### config.mk
export PLATFORM = sky130hd
export DESIGN_NAME = execute_port_wbuf
export DESIGN_NICKNAME = d
export VERILOG_FILES = /design/src/rtl/execute_port_wbuf.sv
export SDC_FILE = /design/constraint.sdc
export NUM_CORES = 1
export LEC_CHECK = 0
export ABC_AREA = 1
export CORE_MARGIN = 2
export CORE_UTILIZATION = 30
export CTS_BUF_LIST = sky130_fd_sc_hd__clkbuf_2 sky130_fd_sc_hd__clkbuf_4 sky130_fd_sc_hd__clkbuf_8
export CTS_CLUSTER_SIZE = 8
export DETAILED_ROUTE_END_ITERATION = 7
export HOLD_SLACK_MARGIN = 0.08
export PLACE_DENSITY = 0.46
export SLEW_MARGIN = 10
export SYNTH_ARGS = -nofsm -noshare
export SYNTH_HDL_FRONTEND = slang
export SYNTH_SLANG_ARGS = --single-unit
### constraint.sdc
create_clock -name iCLOCK -period 13.4 [get_ports iCLOCK]
set_input_delay 4.02 -clock iCLOCK [delete_from_list [all_inputs] [get_ports iCLOCK]]
set_output_delay 4.02 -clock iCLOCK [all_outputs]
set_load 0.05 [all_outputs]
### src/rtl/execute_port_wbuf.sv
// execute_port_wbuf: in-order writeback buffer between an ALU execute port's
// result mux and the scheduler commit (sche1) and writeback (sche2) paths.
//
// Ports:
//   iCLOCK, iRESET_SYNC        clock, synchronous active-high reset
//   iFREE_EX                   synchronous flush, empties the buffer
//   iPREV_*                    incoming ALU result fields, qualified by iPREV_VALID
//   oPREV_LOCK                 buffer full; upstream must hold its result
//   iNEXT_LOCK                 schedulers stalled; head entry is not popped
//   oSCHE1_VALID/COMMIT_TAG    head entry on the commit path
//   oSCHE2_*                   head entry fields on the writeback path
//   oCOUNT                     current occupancy
//   oERR_OVERFLOW              sticky: valid result offered while full
//
// A result accepted at one edge is visible on the head outputs in the next
// cycle when the buffer was empty. Head fields read as zero when empty.
module execute_port_wbuf #(
  parameter int unsigned DATA_W    = 32,
  parameter int unsigned TAG_W     = 6,
  parameter int unsigned REGNAME_W = 6,
  parameter int unsigned FLAGREG_W = 4,
  parameter int unsigned DEPTH     = 4,
  parameter int unsigned CNT_W     = $clog2(DEPTH + 1)
) (
  input  logic                 iCLOCK,
  input  logic                 iRESET_SYNC,
  input  logic                 iFREE_EX,
  input  logic                 iPREV_VALID,
  input  logic [TAG_W-1:0]     iPREV_COMMIT_TAG,
  input  logic                 iPREV_SYSREG,
  input  logic [4:0]           iPREV_LOGIC_DEST,
  input  logic [REGNAME_W-1:0] iPREV_DESTINATION_REGNAME,
  input  logic                 iPREV_WRITEBACK,
  input  logic [DATA_W-1:0]    iPREV_DATA,
  input  logic [4:0]           iPREV_FLAG,
  input  logic                 iPREV_FLAGS_WRITEBACK,
  input  logic [FLAGREG_W-1:0] iPREV_FLAGS_REGNAME,
  output logic                 oPREV_LOCK,
  input  logic                 iNEXT_LOCK,
  output logic                 oSCHE1_VALID,
  output logic [TAG_W-1:0]     oSCHE1_COMMIT_TAG,
  output logic                 oSCHE2_VALID,
  output logic [TAG_W-1:0]     oSCHE2_COMMIT_TAG,
  output logic                 oSCHE2_SYSREG,
  output logic [4:0]           oSCHE2_LOGIC_DEST,
  output logic [REGNAME_W-1:0] oSCHE2_DESTINATION_REGNAME,
  output logic                 oSCHE2_WRITEBACK,
  output logic [DATA_W-1:0]    oSCHE2_DATA,
  output logic [4:0]           oSCHE2_FLAG,
  output logic                 oSCHE2_FLAGS_WRITEBACK,
  output logic [FLAGREG_W-1:0] oSCHE2_FLAGS_REGNAME,
  output logic [CNT_W-1:0]     oCOUNT,
  output logic                 oERR_OVERFLOW
);

  localparam int unsigned PTR_W = (DEPTH > 1) ? $clog2(DEPTH) : 1;

  typedef struct packed {
    logic [TAG_W-1:0]     tag;
    logic                 sysreg;
    logic [4:0]           logic_dest;
    logic [REGNAME_W-1:0] regname;
    logic                 writeback;
    logic [DATA_W-1:0]    data;
    logic [4:0]           flag;
    logic                 flags_writeback;
    logic [FLAGREG_W-1:0] flags_regname;
  } entry_t;

  entry_t           mem [DEPTH];
  entry_t           in_entry;
  entry_t           head;
  logic [PTR_W-1:0] wp;
  logic [PTR_W-1:0] rp;
  logic [CNT_W-1:0] cnt;
  logic             overflow;
  logic             full;
  logic             empty;
  logic             push;
  logic             pop;

  // Full is taken from the registered count only, so a pop in the same cycle
  // never admits a push and iNEXT_LOCK has no path to oPREV_LOCK.
  assign full  = (cnt == CNT_W'(DEPTH));
  assign empty = (cnt == '0);
  assign push  = iPREV_VALID && !full;
  assign pop   = !empty && !iNEXT_LOCK;

  function automatic logic [PTR_W-1:0] wrap_inc(input logic [PTR_W-1:0] p);
    return (p == PTR_W'(DEPTH - 1)) ? '0 : p + PTR_W'(1);
  endfunction

  assign in_entry = '{
    tag:             iPREV_COMMIT_TAG,
    sysreg:          iPREV_SYSREG,
    logic_dest:      iPREV_LOGIC_DEST,
    regname:         iPREV_DESTINATION_REGNAME,
    writeback:       iPREV_WRITEBACK,
    data:            iPREV_DATA,
    flag:            iPREV_FLAG,
    flags_writeback: iPREV_FLAGS_WRITEBACK,
    flags_regname:   iPREV_FLAGS_REGNAME
  };

  always_ff @(posedge iCLOCK) begin
    if (iRESET_SYNC) begin
      wp       <= '0;
      rp       <= '0;
      cnt      <= '0;
      overflow <= 1'b0;
    end else if (iFREE_EX) begin
      // Flush discards the current input too and leaves the error flag alone.
      wp  <= '0;
      rp  <= '0;
      cnt <= '0;
    end else begin
      if (iPREV_VALID && full) overflow <= 1'b1;
      if (push) wp <= wrap_inc(wp);
      if (pop)  rp <= wrap_inc(rp);
      if (push && !pop)      cnt <= cnt + CNT_W'(1);
      else if (pop && !push) cnt <= cnt - CNT_W'(1);
    end
  end

  // Entry storage carries no reset; emptiness is tracked by cnt alone.
  always_ff @(posedge iCLOCK) begin
    if (!iRESET_SYNC && !iFREE_EX && push) mem[wp] <= in_entry;
  end

  always_comb begin
    head = '0;
    if (!empty) head = mem[rp];
  end

  assign oPREV_LOCK                 = full;
  assign oSCHE1_VALID               = !empty;
  assign oSCHE1_COMMIT_TAG          = head.tag;
  assign oSCHE2_VALID               = !empty;
  assign oSCHE2_COMMIT_TAG          = head.tag;
  assign oSCHE2_SYSREG              = head.sysreg;
  assign oSCHE2_LOGIC_DEST          = head.logic_dest;
  assign oSCHE2_DESTINATION_REGNAME = head.regname;
  assign oSCHE2_WRITEBACK           = head.writeback;
  assign oSCHE2_DATA                = head.data;
  assign oSCHE2_FLAG                = head.flag;
  assign oSCHE2_FLAGS_WRITEBACK     = head.flags_writeback;
  assign oSCHE2_FLAGS_REGNAME       = head.flags_regname;
  assign oCOUNT                     = cnt;
  assign oERR_OVERFLOW              = overflow;

endmodule

==> results.txt <==
----------------------------------------------------
[Placement]
  Setup slack after placement ... 6040 ps
  Port bufs ... 139
  Placed cell count ... 1407
  Final GP Congestion ... 0.678
  Half-perimeter wire length after detailed placement ... 12400 um
  Area after detailed placement ... 11900 um^2

[Power]
  Switching power summed over all nets ... 0.517 mW
  Pleak ... 4.63 nW
  Internal Dissipation ... 1.38 mW
  Switching fraction of total power ... 27.2%
  Worst IR Drop VDD ... 0.0556 mV
  Share of power burned in the clock network ... 37.8%
  Total chip power ... 1.90 mW
  Pwr per Cell Area ... 148 nW/um^2
  Proportion of power drawn by flip-flops and latches ... 46.8%
  Combinational share of power ... 15.4%

[Timing]
  Sum of negative setup slack ... 0 ps
  Unrepaired setup endpoints after global routing ... no
  Number of hold violations in the final report ... 0
  Post-route clock period utilization ... 58.5%
  Post-route worst setup slack ... 5560 ps
  Transition time at the pin with the least slew margin ... 1020 ps
  Worst clock skew on the final layout ... 15.4 ps
  Fin. max-slew vios ... 0
  Tmin final ... 7840 ps
  Highest Clock Rate ... 128 MHz
  Final setup violation count ... 0
  Max transition margin ... 32.1%

[Layout]
  FILL cells ... 3231
  Post-route insts no fill ... 1490
  Sequential cell area ... 7530 um^2
  Most frequent cells in the layout ... 259 x nand2_1, 244 x edfxtp_1, 139 x clkdlybuf4s50_1
  Layout cell share with drive strength beyond 1 ... 8.35%
  Number of inserted diodes ... 0
  Area of combinational cells with multiple inputs ... 2290 um^2
  Area growth, synth to finish ... 25.7%
  Most common library cell in the layout ignoring fill and taps ... nand2_1
  Final Cell Area ... 12800 um^2
  Final layout net count ... 1079

[Clock network]
  Clock root cell ... clkbuf_8
  Number of H-tree levels ... 2
  Post-CTS sizing ... 0
  TritonCTS clock tree ... yes
  Buffer count from post-CTS setup fixing ... 0
  Later-pin clock latency in the skew report ... 540 ps
  Inserted Clock Buffers ... 45
  Clock transition at the register clock pins on the worst setup and hold paths after CTS ... 60 ps
  Total of hold buffers inserted after clock tree synthesis ... 0
  Number of sinks on the clock net ... 254
  Max Root-Sink Buffers ... 3

[Floorplan]
  Top-level I/O count ... 140
  Floorplan core area ... 33500 um^2
  Die Span X ... 188 um
  FP Rows ... 67
  Floorplan die height ... 188 um
  Initial core utilization ... 30.4%
  DIE AREA ... 35500 um^2

[Synth]
  Mapped Area ... 10200 um^2
  Synthesized flop and latch total ... 254
  Area fraction of the dominant cell type after synthesis ... 71.8%
  Count of distinct cell types in the synthesized netlist ... 19
  Per-instance average area after synthesis ... 11.8 um^2
  Sequential fraction of the synthesis area ... 73.8%
  Number of warnings printed during yosys synthesis ... 0
  Cell taking the most area after synthesis ... edfxtp_1
  Post-synth net total ... 938
  Cells taking the most area after synthesis ... edfxtp_1 72%, nand2_1 9.5%, nor2_1 5.1%
  Count of mapped cells out of synthesis ... 865

[Route]
  Avg WL per Cell ... 15.9 um
  Vias/cell ... 4.37
  Max Used Layer ... met4
  Detailed-routed wire length on met3 ... 1510 um
  Routed Wire Length ... 23600 um
  Number of remaining DRC errors ... 0
  Length of routed met2 wiring ... 10700 um
  Detail Route Antenna Nets ... 0
  Routed metal-1 wirelength ... 11100 um
  Vias ... 6508
  Number of detailed-routing iterations run before antenna repair ... 5
  First-iteration detailed-routing DRC count ... 284

[Worst setup path]
  Maximum fanout along the worst path ... 72
  Setup Crit Path Kind ... reg -> out
  Kind of start point of the critical path ... flop
  Worst endpoint data arrival time ... 3820 ps
  Crit. End Element ... output port
  Data required time of the critical path ... 9380 ps

[Global routing]
  Maximum number of pins on one net before global-route repair ... 73
  Overall routing resource usage ... 13.3%
  Global route total overflow ... 0
  Global-route wire length before repair ... 36700 um
  Via count of the first global-routing pass ... 6466
  Number of antenna violations at the first check in global routing ... 1

[Run]
  Number of max-cap violations ... 0

[Outcome]
  Outcome ... finished clean

[Hold path]
  Class of the tightest hold or removal check ... reg -> reg

----------------------------------------------------
-- critical path: stages, from the launching register on --
cell and delay [ps]:
dfxtp_4 560, inv_4 500, buf_4 710, nand2_1 110, nand2_1 90, nand2_1 50
a21oi_1 310, clkdlybuf4s50_1 870
-- sequential cells by signal (all words and copies together) (netlist names), named ones only --
signal         cells
mem              244
wp                 2
oERR_OVERFLOW      1
oCOUNT             3
rp                 2
-- power by group through the flow --
stage / sequential, mW / clock [mW] / combinational, mW
2_1_floorplan: 0.906 / 0 / 0.189
3_3_place_gp: 0.906 / 0 / 0.298
3_5_place_dp: 0.906 / 0 / 0.298
4_1_cts: 0.890 / 0.746 / 0.299
5_1_grt: 0.890 / 0.779 / 0.315
6_report: 0.890 / 0.718 / 0.294
-- synth_stat cells (all sizes together) --
cell type,number
buf,45
clkbuf,8
nand3b,2
edfxtp,244
o21ai,64
inv,19
a21oi,64
clkinv,1
fa,1
ha,6
nand2,259
dfxtp,10
nand4,1
nand3,2
nor2,139
-- layer usage --
| metal | vias to the layer above | global-route usage (%) |
|---|---|---|
| li1 | 3230 | - |
| met1 | 3082 | 17.8 |
| met2 | 162 | 21.1 |
| met3 | 34 | 3.89 |
| met4 | 0 | 3.82 |
| met5 | - | 0 |
-- cells by family (layout without fill, tap and decap cells) --
group	count (synthesis)	in the layout	synth area share [%]
buf+inv	73	250	4.05
simple gates	403	403	15.0
fa+ha+maj	7	7	0.932
compound gates	128	128	6.28
flops	254	254	73.8
-- final cells by class --
cell class	count	area share, %
inverter	20	0.624
tap	448	4.37
sequential	254	58.7
timing repair buffer	147	11.3
clock buffer	65	6.10
multi-input combinational	538	17.9
clock inverter	18	0.995
-- stage by stage --
step	hold slack [ps]	util [%]
CTS	463	38.2
global route	493	38.2
floorplan	483	-
global placement	444	35.5
detailed placement	454	35.5
finish	458	38.2
-- worst paths after layout --
kind	start	end	slack, ps	cells after the start
max reg2reg	oCOUNT[0]$_SDFFE_PP0P_	mem[3][46]$_DFFE_PP_	10980	7
min	oERR_OVERFLOW$_SDFFE_PP0P_	oERR_OVERFLOW$_SDFFE_PP0P_	460	2
max	flop	oSCHE2_DATA[27]	5560	7
min reg2reg	oERR_OVERFLOW$_SDFFE_PP0P_	oERR_OVERFLOW$_SDFFE_PP0P_	460	2
Note: power is estimated with default switching activity, not from simulation.
